===== src/rtl/alu_operand_sequencer_if.sv =====
// Handshake and gate-side signals of the operand sequencer.
// The master side is the environment and the slave side is the sequencer.
interface alu_operand_sequencer_if #(
    parameter int WIDTH = 8
);
    logic [WIDTH-1:0] in_data;
    logic             in_valid;
    logic             in_ready;
    logic [WIDTH-1:0] a_out;
    logic [WIDTH-1:0] b_out;
    logic [WIDTH-1:0] y_in;
    logic [WIDTH-1:0] res_data;
    logic             res_zero;
    logic             res_ones;
    logic             res_valid;
    logic             res_ready;
    logic             busy;
    logic [7:0]       op_count;

    modport master (
        output in_data, in_valid, y_in, res_ready,
        input  in_ready, a_out, b_out, res_data, res_zero, res_ones,
               res_valid, busy, op_count
    );

    modport slave (
        input  in_data, in_valid, y_in, res_ready,
        output in_ready, a_out, b_out, res_data, res_zero, res_ones,
               res_valid, busy, op_count
    );
endinterface


===== src/rtl/alu_operand_sequencer.sv =====
// Serial A/B operand loader around a combinational gate.
// The result is sampled after one settle cycle and held on a valid/ready port.
module alu_operand_sequencer #(
    parameter int WIDTH = 8
) (
    input  logic                   clk,
    input  logic                   rst,
    alu_operand_sequencer_if.slave bus
);
    localparam logic [1:0] LOAD_A = 2'd0;
    localparam logic [1:0] LOAD_B = 2'd1;
    localparam logic [1:0] EXEC   = 2'd2;
    localparam logic [1:0] HOLD   = 2'd3;

    logic [1:0]       state_q,     state_d;
    logic [WIDTH-1:0] a_q,         a_d;
    logic [WIDTH-1:0] b_q,         b_d;
    logic [WIDTH-1:0] res_data_q,  res_data_d;
    logic             res_zero_q,  res_zero_d;
    logic             res_ones_q,  res_ones_d;
    logic             res_valid_q, res_valid_d;
    logic [7:0]       op_count_q,  op_count_d;
    logic             in_ready;
    logic             xfer;

    assign in_ready = (state_q == LOAD_A) || (state_q == LOAD_B);
    assign xfer     = bus.in_valid && in_ready;

    always_comb begin
        state_d     = state_q;
        a_d         = a_q;
        b_d         = b_q;
        res_data_d  = res_data_q;
        res_zero_d  = res_zero_q;
        res_ones_d  = res_ones_q;
        res_valid_d = res_valid_q;
        op_count_d  = op_count_q;
        case (state_q)
            LOAD_A: begin
                if (xfer) begin
                    a_d     = bus.in_data;
                    state_d = LOAD_B;
                end
            end
            LOAD_B: begin
                if (xfer) begin
                    b_d     = bus.in_data;
                    state_d = EXEC;
                end
            end
            // Operands have been stable on a_out/b_out for a full cycle here.
            EXEC: begin
                res_data_d  = bus.y_in;
                res_zero_d  = (bus.y_in == '0);
                res_ones_d  = (bus.y_in == '1);
                res_valid_d = 1'b1;
                state_d     = HOLD;
            end
            default: begin
                if (bus.res_ready) begin
                    res_valid_d = 1'b0;
                    op_count_d  = op_count_q + 8'd1;
                    state_d     = LOAD_A;
                end
            end
        endcase
    end

    always_ff @(posedge clk) begin
        if (rst) begin
            state_q     <= LOAD_A;
            a_q         <= '0;
            b_q         <= '0;
            res_data_q  <= '0;
            res_zero_q  <= 1'b0;
            res_ones_q  <= 1'b0;
            res_valid_q <= 1'b0;
            op_count_q  <= 8'd0;
        end else begin
            state_q     <= state_d;
            a_q         <= a_d;
            b_q         <= b_d;
            res_data_q  <= res_data_d;
            res_zero_q  <= res_zero_d;
            res_ones_q  <= res_ones_d;
            res_valid_q <= res_valid_d;
            op_count_q  <= op_count_d;
        end
    end

    assign bus.in_ready  = in_ready;
    assign bus.busy      = (state_q != LOAD_A);
    assign bus.a_out     = a_q;
    assign bus.b_out     = b_q;
    assign bus.res_data  = res_data_q;
    assign bus.res_zero  = res_zero_q;
    assign bus.res_ones  = res_ones_q;
    assign bus.res_valid = res_valid_q;
    assign bus.op_count  = op_count_q;
endmodule

===== src/flat_wrapper.sv =====
// flat-port wrapper written by rule: the top's interface ports become plain ports
module alu_operand_sequencer_flat 
#(
    parameter int WIDTH = 8
)
  (clk, rst, bus_in_data, bus_in_valid, bus_y_in, bus_res_ready, bus_in_ready, bus_a_out, bus_b_out, bus_res_data, bus_res_zero, bus_res_ones, bus_res_valid, bus_busy, bus_op_count);
  alu_operand_sequencer_if #(.WIDTH(WIDTH)) bus_i ();
  input  logic clk;
  input  logic rst;
  input wire logic [$bits(bus_i.in_data)-1:0] bus_in_data;
  input wire logic [$bits(bus_i.in_valid)-1:0] bus_in_valid;
  input wire logic [$bits(bus_i.y_in)-1:0] bus_y_in;
  input wire logic [$bits(bus_i.res_ready)-1:0] bus_res_ready;
  output wire logic [$bits(bus_i.in_ready)-1:0] bus_in_ready;
  output wire logic [$bits(bus_i.a_out)-1:0] bus_a_out;
  output wire logic [$bits(bus_i.b_out)-1:0] bus_b_out;
  output wire logic [$bits(bus_i.res_data)-1:0] bus_res_data;
  output wire logic [$bits(bus_i.res_zero)-1:0] bus_res_zero;
  output wire logic [$bits(bus_i.res_ones)-1:0] bus_res_ones;
  output wire logic [$bits(bus_i.res_valid)-1:0] bus_res_valid;
  output wire logic [$bits(bus_i.busy)-1:0] bus_busy;
  output wire logic [$bits(bus_i.op_count)-1:0] bus_op_count;
  assign bus_i.in_data = bus_in_data;
  assign bus_i.in_valid = bus_in_valid;
  assign bus_i.y_in = bus_y_in;
  assign bus_i.res_ready = bus_res_ready;
  assign bus_in_ready = bus_i.in_ready;
  assign bus_a_out = bus_i.a_out;
  assign bus_b_out = bus_i.b_out;
  assign bus_res_data = bus_i.res_data;
  assign bus_res_zero = bus_i.res_zero;
  assign bus_res_ones = bus_i.res_ones;
  assign bus_res_valid = bus_i.res_valid;
  assign bus_busy = bus_i.busy;
  assign bus_op_count = bus_i.op_count;
  alu_operand_sequencer #(.WIDTH(WIDTH)) u_core (.clk(clk), .rst(rst), .bus(bus_i));
endmodule

===== config.mk =====
export PLATFORM = sky130hd
export DESIGN_NAME = alu_operand_sequencer_flat
export DESIGN_NICKNAME = d
export VERILOG_FILES = /design/src/rtl/alu_operand_sequencer_if.sv /design/src/rtl/alu_operand_sequencer.sv /design/src/flat_wrapper.sv
export SDC_FILE = /design/constraint.sdc
export NUM_CORES = 1
export LEC_CHECK = 0
export CAP_MARGIN = 5
export CORE_ASPECT_RATIO = 1.75
export CORE_UTILIZATION = 48
export CTS_BUF_LIST = sky130_fd_sc_hd__clkbuf_4
export CTS_CLUSTER_DIAMETER = 30
export DETAILED_ROUTE_END_ITERATION = 10
export PLACE_DENSITY = 0.86
export SLEW_MARGIN = 20
export SYNTH_ARGS = -nofsm -noshare
export SYNTH_HDL_FRONTEND = slang
export SYNTH_SLANG_ARGS = --single-unit

===== constraint.sdc =====
create_clock -name clk -period 2.2 [get_ports clk]
set_clock_uncertainty 0.1 [all_clocks]
set_input_delay 0.55 -clock clk [delete_from_list [all_inputs] [get_ports clk]]
set_output_delay 0.55 -clock clk [all_outputs]
set_load 0.01 [all_outputs]

==> flow_results.xml <==
<?xml version="1.0" encoding="UTF-8"?>
<metrics>
  <group name="run_status">
    <metric name="status" unit="">finished clean</metric>
  </group>
  <group name="floorplanning">
    <metric name="initial_utilization" unit="%">50.9</metric>
    <metric name="fp.coreArea" unit="µm²">2960</metric>
    <metric name="fp.dieW" unit="µm">44.4</metric>
    <metric name="fp-row-count" unit="">26</metric>
    <metric name="design.die.area" unit="µm²">3380</metric>
    <metric name="die_height" unit="µm">76.1</metric>
    <metric name="i_o_pins" unit="">57</metric>
  </group>
  <group name="cts">
    <metric name="cts_hold_repair.buffers" unit="">0</metric>
    <metric name="clock_tree.htree_level_count" unit="">2</metric>
    <metric name="cts_sinks" unit="">37</metric>
    <metric name="clk_path_buf_depth" unit="">2</metric>
    <metric name="clkSlewWorstSetupHoldPaths" unit="ns">0.11</metric>
    <metric name="root_buffer" unit="">sky130_fd_sc_hd__clkbuf_4</metric>
    <metric name="post_cts_buffers" unit="">0</metric>
    <metric name="cts-buffers-inserted" unit="">5</metric>
    <metric name="tritoncts" unit="">built</metric>
    <metric name="worstSkewPairLatency" unit="ns">0.34</metric>
  </group>
  <group name="worst_setup_path">
    <metric name="path_common_cell" unit="">sky130_fd_sc_hd__inv_1</metric>
    <metric name="crit-reg2reg-launch" unit="">u_core.state_q[1]$_SDFFE_PP0P_</metric>
    <metric name="start_kind" unit="">flip-flop</metric>
    <metric name="worst-path-max-fanout" unit="">4</metric>
    <metric name="worst_ep_required_time" unit="ns">1.55</metric>
    <metric name="critical_path_buf_inv_count" unit="">3</metric>
    <metric name="critPathSlowestCell" unit="">sky130_fd_sc_hd__dfxtp_2</metric>
    <metric name="reg2regPathDepth" unit="">6</metric>
    <metric name="cp-end-kind" unit="">output pin</metric>
    <metric name="cp_cell_sequence" unit="">inv_1 -&gt; ha_1 -&gt; nor2_2 -&gt; inv_1 -&gt; dlygate4sd2_1</metric>
    <metric name="timing.critical_path.slowest_cell_delay" unit="ns">0.37</metric>
    <metric name="crit_type" unit="">flip-flop to output pin</metric>
    <metric name="worst_path_dominant_cell_family" unit="">buffers and inverters</metric>
    <metric name="reg2reg_setup_slack" unit="ns">0.59</metric>
    <metric name="worstPathArrival" unit="ns">1.42</metric>
    <metric name="worst_r2r_endpoint" unit="">u_core.state_q[1]$_SDFFE_PP0P_</metric>
  </group>
  <group name="final_layout">
    <metric name="num-nets-final" unit="">260</metric>
    <metric name="post_route_cells_drive_above_1_share" unit="%">8.90</metric>
    <metric name="postLayoutCellArea" unit="µm²">2240</metric>
    <metric name="diodes" unit="">0</metric>
    <metric name="layout.cells.most_common" unit="">sky130_fd_sc_hd__clkdlybuf4s50_1</metric>
    <metric name="areaGrowthSynthToFinish" unit="%">48.4</metric>
    <metric name="mostFrequentLayoutCells" unit="">sky130_fd_sc_hd__clkdlybuf4s50_1 (54), sky130_fd_sc_hd__dfxtp_1 (35), sky130_fd_sc_hd__a21oi_1 (27)</metric>
    <metric name="utilization" unit="%">75.5</metric>
  </group>
  <group name="timing">
    <metric name="finalCritPeriodShare" unit="%">94.1</metric>
    <metric name="period_needed" unit="ns">2.07</metric>
    <metric name="rsz0062_at_grt" unit="">no</metric>
    <metric name="setup_total_negative_slack" unit="ns">0</metric>
    <metric name="finalMaxSlewViolations" unit="">0</metric>
    <metric name="worstMarginPinSlew" unit="ns">0.392</metric>
    <metric name="maxSlewHeadroom" unit="%">73.6</metric>
    <metric name="worst_hold_slack" unit="ns">0.364</metric>
    <metric name="finalHoldViolCount" unit="">0</metric>
    <metric name="fmax" unit="GHz">0.483</metric>
    <metric name="setup_violations" unit="">0</metric>
  </group>
  <group name="grt">
    <metric name="number_of_antenna_violations_at_the_first_check_in_global_routing" unit="">0</metric>
    <metric name="maximum_number_of_pins_on_one_net_before_global_route_repair" unit="">38</metric>
    <metric name="grt_pass1_wl" unit="µm">5880</metric>
    <metric name="grt-ovfl-total" unit="">0</metric>
    <metric name="grt.total_usage" unit="%">23.1</metric>
    <metric name="first_global_vias" unit="">1403</metric>
  </group>
  <group name="yosys">
    <metric name="synthesis.area_per_instance" unit="µm²">8.61</metric>
    <metric name="synthCells" unit="">175</metric>
    <metric name="ys_seq_elements" unit="">37</metric>
    <metric name="synth-warning-count" unit="">0</metric>
    <metric name="ys_dominant_reg_cell" unit="">sky130_fd_sc_hd__dfxtp_1</metric>
    <metric name="syn_nets" unit="">200</metric>
    <metric name="netlist_area_pre_place" unit="µm²">1510</metric>
    <metric name="synth_async_sr_flop_share" unit="%">0</metric>
    <metric name="synth_enable_flop_cells" unit="">0</metric>
    <metric name="synthDistinctLibCells" unit="">24</metric>
    <metric name="synth.yosys.seq_area_share" unit="%">49.2</metric>
  </group>
  <group name="min_path">
    <metric name="worst_hold_path_ep" unit="">u_core.bus.b_out[3]$_SDFFE_PP0P_</metric>
    <metric name="hold_start" unit="">u_core.bus.b_out[3]$_SDFFE_PP0P_</metric>
    <metric name="timing.hold.worst_path_depth" unit="">2</metric>
    <metric name="min-delay-path-class" unit="">flip-flop to flip-flop</metric>
  </group>
  <group name="route">
    <metric name="remaining_drc_errors" unit="">0</metric>
    <metric name="vias_per_cell" unit="">5.15</metric>
    <metric name="detail_route.wl_per_cell" unit="µm">12.5</metric>
    <metric name="drt_pass1_iterations" unit="">4</metric>
    <metric name="num_vias" unit="">1431</metric>
    <metric name="detail_route.wirelength" unit="µm">3460</metric>
    <metric name="drt_iter0_markers" unit="">44</metric>
    <metric name="postRouteAntennaNets" unit="">0</metric>
  </group>
  <group name="run">
    <metric name="drv_cap" unit="">0</metric>
  </group>
  <group name="placed_design">
    <metric name="placed_area" unit="µm²">2130</metric>
    <metric name="dpl.hpwl" unit="µm">2590</metric>
    <metric name="portBuffers" unit="">56</metric>
    <metric name="finalWeightedCongestion" unit="">0.765</metric>
  </group>
  <group name="power">
    <metric name="cellLeakagePower" unit="nW">0.805</metric>
    <metric name="peak_vdd_ir" unit="mV">0.695</metric>
    <metric name="power-per-cell-area" unit="nW/µm²">1000</metric>
  </group>
</metrics>
==> tightest hold or removal path, cell delays in order (launching register included) <==
cell and delay (ns):
sky130_fd_sc_hd__dfxtp_1 0.32, sky130_fd_sc_hd__nand2_1 0.05, sky130_fd_sc_hd__a21oi_1 0.05
==> per-layer routing <==
metal,global-route usage [%],share of wire (%),up-vias
met4,10.6,2.1,0
li1,-,-,731
met2,42.1,55,42
met5,0,0,-
met1,22.8,38,651
met3,5.69,4.2,7
==> cell families after synthesis <==
group / share of synthesized area (%)
xor gates and xnor gates: 1.16
buffers and inverters: 4.15
AOI/OAI and AO/OA: 13.3
and+or+nand+nor: 22.8
adders and majority gates: 4.15
DFF: 49.2
muxes: 5.32
==> report_power, final <==
part / switching (W) / internal, W
registers: 0.0000600 / 0.000777
clock network: 0.000225 / 0.000352
logic: 0.000427 / 0.000404
total: 0.000713 / 0.00153
==> Yosys cell counts (all sizes together) (3+ instances only) <==
master  instances  area share (%)
o21ai           8             2.7
buf             6             1.7
nor2           11             2.7
ha              5             4.2
a21oi          27             9.0
dfxtp          37              49
nand3          21             7.0
nand2          22             5.5
inv             7             1.7
or3             4             1.7
nor4            3             1.2
clkbuf          3            0.75
mux2i           8             5.3
==> registers in the layout, summed over array words and instances, names as in the netlist <==
register              count
u_core.bus.res_zero       1
u_core.bus.res_ones       1
u_core.bus.res_data       8
u_core.bus.b_out          8
u_core.bus.op_count       8
u_core.bus.res_valid      1
u_core.state_q            2
u_core.bus.a_out          8
==> how the worst max path moves through the flow <==
stage	endpoint	slack [ns]	startpoint	cells past startpoint
finish	bus_in_ready	0.13	u_core.state_q[1]$_SDFFE_PP0P_	5
CTS	bus_in_ready	0.04	u_core.state_q[0]$_SDFFE_PP0P_	5
global route	bus_in_ready	0.02	u_core.state_q[1]$_SDFFE_PP0P_	5
global placement	bus_in_ready	0.23	u_core.state_q[0]$_SDFFE_PP0P_	5
detailed placement	bus_in_ready	0.17	u_core.state_q[0]$_SDFFE_PP0P_	5
floorplan	bus_busy	0.55	u_core.state_q[0]$_SDFFE_PP0P_	4
==> layout make-up <==
cell class,instances,area [µm²]
Clock inverter,3,65.1
Fill cell,227,724
Sequential cell,37,743
Multi-Input combinational cell,122,708
Timing Repair Buffer,62,603
Inverter,7,26.3
Clock buffer,5,37.5
Tap cell,42,52.6
==> per-stage QoR <==
step / worst slack (ns) / power, W / std cells
after floorplan: 0.549 / 0.00130 / 175
after global routing: 0.0171 / 0.00239 / 278
after global placement: 0.233 / 0.00167 / 270
final: 0.129 / 0.00225 / 278
after CTS: 0.0419 / 0.00225 / 278
after detailed placement: 0.173 / 0.00169 / 270
==> what timing repair did <==
item / CTS / global route
gates cloned: 0 / 0
pin swaps: 1 / 0
hold endpoints to repair: 0 / 0
setup endpoints to repair: 2 / 1
resized for setup: 4 / 2
Power figures use the tool's default switching activity.
